===== src/rtl/riscv_end_monitor_if.sv =====
// Retirement-stage view of the core as seen by the end-of-simulation monitor.
// The core wrapper drives the master side; the monitor samples the slave side.
interface riscv_end_monitor_if #(
    parameter int INST_WIDTH = 32,
    parameter int PC_WIDTH   = 32,
    parameter int REG_WIDTH  = 32
);
    logic                  wb_valid;
    logic [INST_WIDTH-1:0] wb_inst;
    logic [PC_WIDTH-1:0]   wb_pc;
    logic                  wb_known;
    logic [REG_WIDTH-1:0]  wb_a0;

    modport master (
        output wb_valid, wb_inst, wb_pc, wb_known, wb_a0
    );

    modport slave (
        input wb_valid, wb_inst, wb_pc, wb_known, wb_a0
    );
endinterface


===== src/rtl/riscv_end_monitor.sv =====
// End-of-simulation monitor: counts cycles/retirements, detects halt or timeout.
// Optional a0 signature verdict when RISCV_END_MONITOR_SIGNATURE_EN is defined.
module riscv_end_monitor #(
    parameter int INST_WIDTH      = 32,
    parameter int PC_WIDTH        = 32,
    parameter int REG_WIDTH       = 32,
    parameter int CNT_WIDTH       = 32,
    parameter int DRAIN_CYCLES    = 3,
    parameter int TIMEOUT_CYCLES  = 200,
    parameter int HALT_ON_ILLEGAL = 1
) (
    input  logic                 clk,
    input  logic                 reset,
    input  logic                 start,
    riscv_end_monitor_if.slave   wb,
    output logic                 busy,
    output logic                 done,
    output logic [2:0]           halt_cause,
    output logic [PC_WIDTH-1:0]  halt_pc,
    output logic [CNT_WIDTH-1:0] cycle_cnt,
    output logic [CNT_WIDTH-1:0] instret_cnt,
    output logic                 pass
);
    typedef enum logic [1:0] {
        S_IDLE, S_RUN, S_DRAIN, S_DONE
    } state_t;

    localparam logic [2:0] C_NONE    = 3'd0;
    localparam logic [2:0] C_ECALL   = 3'd1;
    localparam logic [2:0] C_EBREAK  = 3'd2;
    localparam logic [2:0] C_ILLEGAL = 3'd3;
    localparam logic [2:0] C_UNKNOWN = 3'd4;
    localparam logic [2:0] C_TIMEOUT = 3'd5;

    localparam logic [INST_WIDTH-1:0] ECALL_W  = INST_WIDTH'(32'h0000_0073);
    localparam logic [INST_WIDTH-1:0] EBREAK_W = INST_WIDTH'(32'h0010_0073);
    localparam logic [REG_WIDTH-1:0]  A0_PASS  = '0;

    localparam int DW = (DRAIN_CYCLES > 1) ? $clog2(DRAIN_CYCLES) : 1;
    localparam logic [DW-1:0] DRAIN_LOAD =
        DW'((DRAIN_CYCLES > 0) ? DRAIN_CYCLES - 1 : 0);

    localparam bit TO_EN = (TIMEOUT_CYCLES != 0);
    localparam logic [CNT_WIDTH-1:0] TO_LAST =
        CNT_WIDTH'(TO_EN ? TIMEOUT_CYCLES - 1 : 0);

    state_t          state, state_nx;
    logic [DW-1:0]   drain_cnt;
    logic [2:0]      dec_cause;
    logic            op_legal;
    logic            halt_hit;
    logic            legal_ret;
    logic            timeout_hit;
    logic            pass_nx;

    function automatic logic [CNT_WIDTH-1:0] sat_inc(
        input logic [CNT_WIDTH-1:0] v
    );
        return (&v) ? v : v + CNT_WIDTH'(1);
    endfunction

    always_comb begin
        op_legal = 1'b0;
        unique case (wb.wb_inst[6:0])
            7'h37, 7'h17, 7'h6f, 7'h67,
            7'h63, 7'h03, 7'h23, 7'h13,
            7'h33, 7'h0f, 7'h73: op_legal = 1'b1;
            default:             op_legal = 1'b0;
        endcase
    end

    // Branches are made mutually exclusive so the priority order holds.
    always_comb begin
        dec_cause = C_NONE;
        unique case (1'b1)
            !wb.wb_known:
                dec_cause = C_UNKNOWN;
            wb.wb_known && (wb.wb_inst == ECALL_W):
                dec_cause = C_ECALL;
            wb.wb_known && (wb.wb_inst == EBREAK_W):
                dec_cause = C_EBREAK;
            wb.wb_known && !op_legal:
                dec_cause = C_ILLEGAL;
            default: ;
        endcase
    end

    always_comb begin
        halt_hit = 1'b0;
        if (wb.wb_valid) begin
            halt_hit = (dec_cause == C_ECALL)
                    || (dec_cause == C_EBREAK)
                    || ((HALT_ON_ILLEGAL != 0)
                        && ((dec_cause == C_ILLEGAL)
                         || (dec_cause == C_UNKNOWN)));
        end
        legal_ret = wb.wb_valid
                 && (dec_cause != C_ILLEGAL)
                 && (dec_cause != C_UNKNOWN);
        timeout_hit = TO_EN && (cycle_cnt == TO_LAST);
    end

    always_comb begin
        state_nx = state;
        unique case (state)
            S_IDLE, S_DONE: begin
                if (start) state_nx = S_RUN;
            end
            S_RUN: begin
                if (halt_hit) begin
                    state_nx = (DRAIN_CYCLES == 0) ? S_DONE : S_DRAIN;
                end else if (timeout_hit) begin
                    state_nx = S_DONE;
                end
            end
            S_DRAIN: begin
                if (drain_cnt == '0) state_nx = S_DONE;
            end
            default: state_nx = S_IDLE;
        endcase
    end

`ifdef RISCV_END_MONITOR_SIGNATURE_EN
    // a0 is judged on the cycle that precedes entry into DONE.
    always_comb begin
        pass_nx = pass;
        unique case (state)
            S_IDLE, S_DONE: begin
                if (start) pass_nx = 1'b0;
            end
            S_RUN: begin
                if (halt_hit && (DRAIN_CYCLES == 0)) begin
                    pass_nx = (dec_cause == C_ECALL)
                           && (wb.wb_a0 == A0_PASS);
                end
            end
            S_DRAIN: begin
                if (drain_cnt == '0) begin
                    pass_nx = (halt_cause == C_ECALL)
                           && (wb.wb_a0 == A0_PASS);
                end
            end
            default: ;
        endcase
    end
`else
    logic unused_a0;
    assign unused_a0 = (wb.wb_a0 == A0_PASS);
    assign pass_nx   = 1'b0;
`endif

    always_ff @(posedge clk) begin
        if (reset) begin
            state       <= S_IDLE;
            drain_cnt   <= '0;
            halt_cause  <= C_NONE;
            halt_pc     <= '0;
            cycle_cnt   <= '0;
            instret_cnt <= '0;
            pass        <= 1'b0;
        end else begin
            state <= state_nx;
            pass  <= pass_nx;
            unique case (state)
                S_IDLE, S_DONE: begin
                    if (start) begin
                        drain_cnt   <= '0;
                        halt_cause  <= C_NONE;
                        halt_pc     <= '0;
                        cycle_cnt   <= '0;
                        instret_cnt <= '0;
                    end
                end
                S_RUN: begin
                    cycle_cnt <= sat_inc(cycle_cnt);
                    if (legal_ret) instret_cnt <= sat_inc(instret_cnt);
                    if (halt_hit) begin
                        halt_cause <= dec_cause;
                        halt_pc    <= wb.wb_pc;
                        drain_cnt  <= DRAIN_LOAD;
                    end else if (timeout_hit) begin
                        halt_cause <= C_TIMEOUT;
                        halt_pc    <= '0;
                    end
                end
                S_DRAIN: begin
                    cycle_cnt <= sat_inc(cycle_cnt);
                    if (drain_cnt != '0) drain_cnt <= drain_cnt - DW'(1);
                end
                default: ;
            endcase
        end
    end

    assign busy = (state == S_RUN) || (state == S_DRAIN);
    assign done = (state == S_DONE);
endmodule

===== src/flat_wrapper.sv =====
// flat-port wrapper written by rule: the top's interface ports become plain ports
module riscv_end_monitor_flat 
#(
    parameter int INST_WIDTH      = 32,
    parameter int PC_WIDTH        = 32,
    parameter int REG_WIDTH       = 32,
    parameter int CNT_WIDTH       = 32,
    parameter int DRAIN_CYCLES    = 3,
    parameter int TIMEOUT_CYCLES  = 200,
    parameter int HALT_ON_ILLEGAL = 1
)
  (clk, reset, start, busy, done, halt_cause, halt_pc, cycle_cnt, instret_cnt, pass, wb_wb_valid, wb_wb_inst, wb_wb_pc, wb_wb_known, wb_wb_a0);
  riscv_end_monitor_if #(.INST_WIDTH(INST_WIDTH), .PC_WIDTH(PC_WIDTH), .REG_WIDTH(REG_WIDTH)) wb_i ();
  input  logic clk;
  input  logic reset;
  input  logic start;
  output logic busy;
  output logic done;
  output logic [2:0] halt_cause;
  output logic [PC_WIDTH-1:0] halt_pc;
  output logic [CNT_WIDTH-1:0] cycle_cnt;
  output logic [CNT_WIDTH-1:0] instret_cnt;
  output logic pass;
  input wire logic [$bits(wb_i.wb_valid)-1:0] wb_wb_valid;
  input wire logic [$bits(wb_i.wb_inst)-1:0] wb_wb_inst;
  input wire logic [$bits(wb_i.wb_pc)-1:0] wb_wb_pc;
  input wire logic [$bits(wb_i.wb_known)-1:0] wb_wb_known;
  input wire logic [$bits(wb_i.wb_a0)-1:0] wb_wb_a0;
  assign wb_i.wb_valid = wb_wb_valid;
  assign wb_i.wb_inst = wb_wb_inst;
  assign wb_i.wb_pc = wb_wb_pc;
  assign wb_i.wb_known = wb_wb_known;
  assign wb_i.wb_a0 = wb_wb_a0;
  riscv_end_monitor #(.INST_WIDTH(INST_WIDTH), .PC_WIDTH(PC_WIDTH), .REG_WIDTH(REG_WIDTH), .CNT_WIDTH(CNT_WIDTH), .DRAIN_CYCLES(DRAIN_CYCLES), .TIMEOUT_CYCLES(TIMEOUT_CYCLES), .HALT_ON_ILLEGAL(HALT_ON_ILLEGAL)) u_core (.clk(clk), .reset(reset), .start(start), .wb(wb_i), .busy(busy), .done(done), .halt_cause(halt_cause), .halt_pc(halt_pc), .cycle_cnt(cycle_cnt), .instret_cnt(instret_cnt), .pass(pass));
endmodule

===== config.mk =====
export PLATFORM = sky130hd
export DESIGN_NAME = riscv_end_monitor_flat
export DESIGN_NICKNAME = d
export VERILOG_FILES = /design/src/rtl/riscv_end_monitor_if.sv /design/src/rtl/riscv_end_monitor.sv /design/src/flat_wrapper.sv
export SDC_FILE = /design/constraint.sdc
export NUM_CORES = 1
export LEC_CHECK = 0
export BUFFER_PORTS_ARGS = -buffer_cell sky130_fd_sc_hd__buf_4
export CAP_MARGIN = 25
export CORE_UTILIZATION = 41
export DETAILED_ROUTE_END_ITERATION = 6
export PLACE_DENSITY = 0.69
export SLEW_MARGIN = 25
export SYNTH_ARGS = -nofsm -noshare
export SYNTH_HDL_FRONTEND = slang
export SYNTH_SLANG_ARGS = --single-unit

===== constraint.sdc =====
create_clock -name clk -period 5.7 [get_ports clk]
set_clock_uncertainty 0.15 [all_clocks]
set_input_delay 1.14 -clock clk [delete_from_list [all_inputs] [get_ports clk]]
set_output_delay 1.14 -clock clk [all_outputs]
set_load 0.03 [all_outputs]

* Word-level counts from Yosys, hierarchy flattened
Cells that the tools add are included.
** Operators by class
- Add/sub/neg operators :: 3
- Order comparisons :: 0
- Shifts and indexed selects :: 0
- Multipliers :: 0
- Div/mod/pow operators :: 0
- Bitwise operators :: 0
- Reduce and logical (&&, ||, !) cells :: 25
- Mux-type cells :: 25
- Equal/unequal tests :: 31
** Operator list (number)
- 2-to-1 mux 32 bit :: 6
- one-hot mux 32 bit (2 select lines) :: 3
- adder 32 x 1 -> 32 bit (second input constant) :: 2
- AND reduction 32 bit :: 2
- equality test 32 x 21 -> 1 bit (second input constant) :: 1
- equality test 32 x 7 -> 1 bit (second input constant) :: 1
- equality test 32 x 8 -> 1 bit (second input constant) :: 1
- equality test 7 bit (second input constant) :: 4
- equality test 7 x 6 -> 1 bit (second input constant) :: 3
- equality test 7 x 5 -> 1 bit (second input constant) :: 2
- 2-to-1 mux 2 bit :: 7
- one-hot mux 2 bit (3 select lines) :: 2
- one-hot mux 3 bit (4 select lines) :: 1
- OR reduction 11 bit :: 1
- 2-to-1 mux 3 bit :: 3
- AND reduction 3 bit :: 3
- inequality test 2 x 1 -> 1 bit (second input constant) :: 4
- equality test 7 x 2 -> 1 bit (second input constant) :: 1
- equality test 7 x 4 -> 1 bit (second input constant) :: 1
- equality test 3 x 2 -> 1 bit (second input constant) :: 2
- inequality test 2 bit (second input constant) :: 3
- one-hot mux 3 bit (2 select lines) :: 1
- logical AND 1 bit :: 5
- equality test 2 bit (second input constant) :: 2
- 15 further kinds :: 23
** Word-level totals
- Memories :: 0
- Bits in read-only memories :: 0
- Bits in writable memories :: 0
- Input port bits :: 101
- Bits in latches :: 0
- Register bits after elaboration :: 103

* Depth between registers and ports, before layout
- Depth in word-level cells :: 12
- Mapped depth :: 9
- Mapped depth without buffers :: 8

* Worst setup path after synthesis
No wires, ideal clock.
- Kind :: in2reg
- Start :: in wb_wb_inst[6]
- End :: reg u_core.instret_cnt[24]
- Setup slack :: 2.520 ns
- Data required time :: 5.490 ns
- Arrival :: 2.971 ns
- Path buffers :: 1
- Stages :: 7
- Library setup time :: 0.060 ns
- Path through :: or3b_4 -> a211oi_2 -> nor3_2 -> or4_4 -> buf_6 -> or4_1 -> nand2_1
** On the way
- Cells in the longest elaborated chain, start to end :: 11
- Elaborated cells on any way between the ends :: 26
- Those cells by class :: eq/ne (16); mux (2); reduce/logical (8)
** RTL lines
- start: declaration :: RTL line flat_wrapper.sv:25 : input wire logic [$bits(wb_i.wb_inst)-1:0] wb_wb_inst;
- equality test 7 x 6 -> 1 bit (tied with other cells) :: RTL line riscv_end_monitor.sv:64 : unique case (wb.wb_inst[6:0])
- OR reduction 11 bit :: RTL line riscv_end_monitor.sv:64
- 2-to-1 mux 1 bit :: RTL line riscv_end_monitor.sv:64
- zero test 1 bit :: RTL line riscv_end_monitor.sv:82 : wb.wb_known && !op_legal:
- logical AND 1 bit :: RTL line riscv_end_monitor.sv:82
- one-hot mux 3 bit (4 select lines) * :: RTL line riscv_end_monitor.sv:75 : unique case (1'b1)
- inequality test 3 x 2 -> 1 bit :: RTL line riscv_end_monitor.sv:98 : && (dec_cause != C_ILLEGAL)
- logical AND 1 bit :: RTL line riscv_end_monitor.sv:98
- logical AND 1 bit * :: RTL line riscv_end_monitor.sv:99 : && (dec_cause != C_UNKNOWN);
- inequality test 2 x 1 -> 1 bit (no source line) *
- AND reduction 4 bit (no source line) *
- end signal: assignment :: RTL line riscv_end_monitor.sv:176 : if (legal_ret) instret_cnt <= sat_inc(instret_cnt);
- end: declaration :: RTL line riscv_end_monitor.sv:21 : output logic [CNT_WIDTH-1:0] instret_cnt,
Mark *: on every way between the ends. The rest lies on a longest branch, timed or not.
A chain may end at the register's enable or synchronous reset.

* Worst setup path after layout
- Start :: in wb_wb_inst[6]
- End :: reg u_core.instret_cnt[31]
The elaborated chain is that of the path after synthesis.

==> summary.txt <==
Run status
  • Status: finished, final reports clean

Synthesis
  • Number of enable flip-flop cells after synthesis: 0
  • Main synth FF type: dfxtp_1
  • Sequential share of the synthesized area: 40.7%
  • Cell variety after synth: 56
  • Cell count after synthesis: around 610
  • Post-Syn Area: 0.00507 sq mm
  • Ys async rst share: 0%
  • Syn_nets: 718
  • Ys Warns: 0
  • FF+latch count, synth: between 100 and 150
  • Synth Area per Inst: 8.29 sq um

Clock tree
  • CTS H-tree lvls: 3
  • CTS Buf Count: 9
  • Post-CTS sizing: 0
  • Setup bufs post-CTS: 0
  • CTS tree: done
  • Hold-fix buffers, CTS: 0
  • Clock latency on the worst-skew pair: 0.35 ns
  • CTS root buffer: clkbuf_16
  • TritonCTS Sinks: 103
  • Reg clk slew, reported paths: 0.06 ns
  • CTS Buffer Depth: 2

Finish
  • Most common cell after layout, fill and taps aside: buf_4
  • Antenna cells: 0
  • Fin nets: roughly 870
  • Most frequent cells in the layout: buf_4 (171), dfxtp_1 (103), nand4_1 (56), o21ai_0 (54), nor2_1 (46)
  • Syn-to-layout area delta: 32.7%
  • Fill count: 1107
  • Share of post-route cells with drive strength above 1: 25.8%

Global route
  • Total grt overflow: 0
  • Number of global-route vias before repair: ~4700
  • Largest net degree at the start of global routing: 49
  • Gr usage total: between 20% and 30%
  • First-pass GRT wire length: 22.9 mm
  • Antenna violations before repair: 0

Floorplan
  • Core footprint: 0.0120 sq mm
  • # rows: 40
  • Die Y: roughly 110 um
  • Number of I/O pins: 203
  • Initial core utilization: 42.2%
  • Area of the die: 0.0128 sq mm
  • Die X: 113 um

Critical path
  • Setup crit start: wb_wb_inst[6]
  • Setup CP Type: input pin to register
  • Largest fanout on the critical path: 24
  • Top Family by Delay on Critical Path: simple AND/OR/NAND/NOR gates
  • Worst Setup Start Kind: input pin
  • Required @ worst endpoint: 5.81 ns
  • Crit path buf inv count: 1
  • Slowest CP cell: or3_1
  • R2R cell count: 9
  • Reg2Reg Capture Point: u_core.instret_cnt[19]$_SDFFE_PP0P_
  • Crit path to: u_core.instret_cnt[31]$_SDFFE_PP0P_
  • Worst EP arrival: 3.46 ns
  • Setup crit end kind: register
  • Cells along the critical path: buf_4 > or3b_4 > a211oi_2 > nor3_2 > or3_1 > or4_1 > a21oi_1
  • Reg2reg setup slack: roughly 2.6 ns
  • Levels on crit path: 7
  • Slowest stage delay, CP: 0.67 ns
  • Worst r2r src: u_core.state[0]$_SDFFE_PP0P_

Power and ir drop
  • Power per standard cell area: 308 mW/mm^2
  • Maximum VDD drop: ~190 uV
  • Static leakage: around 2.6 nW

STA
  • Final Cycle Share: 58.7%
  • Final worst slack: 2.36 ns
  • Post-route setup TNS: 0 ns
  • FMAX: roughly 0.30 GHz
  • Measured slew at the worst slew-check pin: 0.980 ns
  • Pins Over Slew Limit: 0
  • Final min period: 3.34 ns
  • Final setup viols: 0
  • Final Hold Viols: 0
  • RSZ-0062 raised after global routing: false
  • Slew margin rel.: approximately a third

Detailed routing
  • Drt wl/cell: approximately 16 um
  • Highest metal used: met4
  • Via/cell ratio: around 5.7
  • Remaining DRCs: 0
  • Met1 WL: about 6.2 mm
  • Final ANT Viol Nets: 0
  • Met3 routed WL: between 800 and 900 um
  • Final WL: 14.3 mm
  • First-pass iteration count of the detailed router: 5
  • DR vias: slightly above 5000
  • Met2 routed WL: 6.94 mm
  • First DRT Iteration DRCs: ~350

Hold path
  • Worst hold stages: 2
  • Worst Hold Class: register to register

Placed design
  • Placer congestion estimate: 0.805
  • IO Port Bufs: 169
  • Pre-CTS setup slack: 2.01 ns
  • Post-DP HPWL: 10.2 mm

Run
  • Max Cap Viol: 0
[final cells by class]
cell class	count	area, sq um	area share, %
timing repair buffer	172	1290	19.2
sequential	103	2060	30.7
tap	147	184	2.74
multi-input combinational	465	2840	42.2
inverter	13	48.8	0.726
clock inverter	3	42.5	0.633
clock buffer	12	256	3.82
[cell usage after synthesis (11+ instances only)]
| cell | instances | area share (%) |
|---|---|---|
| nor3_1 | 11 | 1.1 |
| nand2_1 | 42 | 3.1 |
| o21ai_0 | 54 | 5.3 |
| a21oi_1 | 24 | 2.4 |
| or3_1 | 16 | 2.0 |
| or4_1 | 18 | 2.7 |
| nand2b_1 | 41 | 5.1 |
| nor4_1 | 15 | 1.9 |
| inv_1 | 12 | 0.89 |
| nand3_1 | 24 | 2.4 |
| dfxtp_1 | 103 | 41 |
| nand4_1 | 56 | 6.9 |
| xor2_1 | 20 | 3.5 |
| nor2_1 | 48 | 3.6 |
| clkbuf_1 | 24 | 1.8 |
[logic make-up after synthesis]
family | Yosys count | synth area share [%]
buffers and inverters | 43 | 3.48
AO/OA/AOI/OAI | 114 | 13.7
XOR/XNOR | 28 | 4.84
flip-flops | 103 | 40.7
AND/OR/NAND/NOR | 311 | 34.7
adder cells (fa/ha/maj) | 6 | 1.48
other | 1 | 0.0740
multiplexers | 5 | 0.988
[worst min-delay path by stage]
stage                                        endpoint  slack, ns                              start
CTS                 u_core.halt_cause[0]$_SDFFE_PP0P_       0.33  u_core.halt_cause[0]$_SDFFE_PP0P_
detailed placement    u_core.halt_pc[29]$_SDFFE_PP0P_       0.32    u_core.halt_pc[29]$_SDFFE_PP0P_
finish                u_core.halt_pc[22]$_SDFFE_PP0P_       0.33    u_core.halt_pc[22]$_SDFFE_PP0P_
global route           u_core.halt_pc[9]$_SDFFE_PP0P_       0.36     u_core.halt_pc[9]$_SDFFE_PP0P_
floorplan            u_core.drain_cnt[1]$_SDFFE_PP0P_       0.30   u_core.drain_cnt[1]$_SDFFE_PP0P_
global placement     u_core.drain_cnt[1]$_SDFFE_PP0P_       0.31   u_core.drain_cnt[1]$_SDFFE_PP0P_
[sequential cells by signal, summed over array words and instances (netlist names)]
name / cells
u_core.cycle_cnt: 32
u_core.halt_pc: 32
u_core.instret_cnt: 32
u_core.halt_cause: 3
u_core.drain_cnt: 2
u_core.state: 2
[tightest hold or removal path, delay by kind of cell (launching register included)]
| kind | cells | cell delay, ns |
|---|---|---|
| flops | 1 | 0.31 |
| compound gates | 1 | 0.06 |
| simple gates | 1 | 0.06 |
[through the flow]
| stage | area (sq um) | power (mW) | hold WS (ns) | utilization [%] | std cells |
|---|---|---|---|---|---|
| after CTS | 6720 | 2.09 | 0.330 | 56.0 | 915 |
| final | 6720 | 2.07 | 0.327 | 56.0 | 915 |
| after floorplan | 5070 | 1.25 | 0.300 | - | 611 |
| after detailed placement | 6420 | 1.47 | 0.316 | 53.5 | 900 |
| after global routing | 6720 | 2.19 | 0.355 | 56.0 | 915 |
| after global placement | 6410 | 1.44 | 0.310 | 53.4 | 899 |
[power breakdown]
group / total [mW] / internal (mW) / switching [mW]
registers: 0.782 / 0.757 / 0.0255
clock network: 0.619 / 0.361 / 0.258
logic: 0.671 / 0.194 / 0.477
total: 2.07 / 1.31 / 0.760
[metal layers]
layer  up-vias  GRT usage, %
met5         -             0
met4         0          9.21
met3        16          4.39
met2       147          37.1
met1      2450          27.9
li1       2565             -
Power figures use the tool's default switching activity.
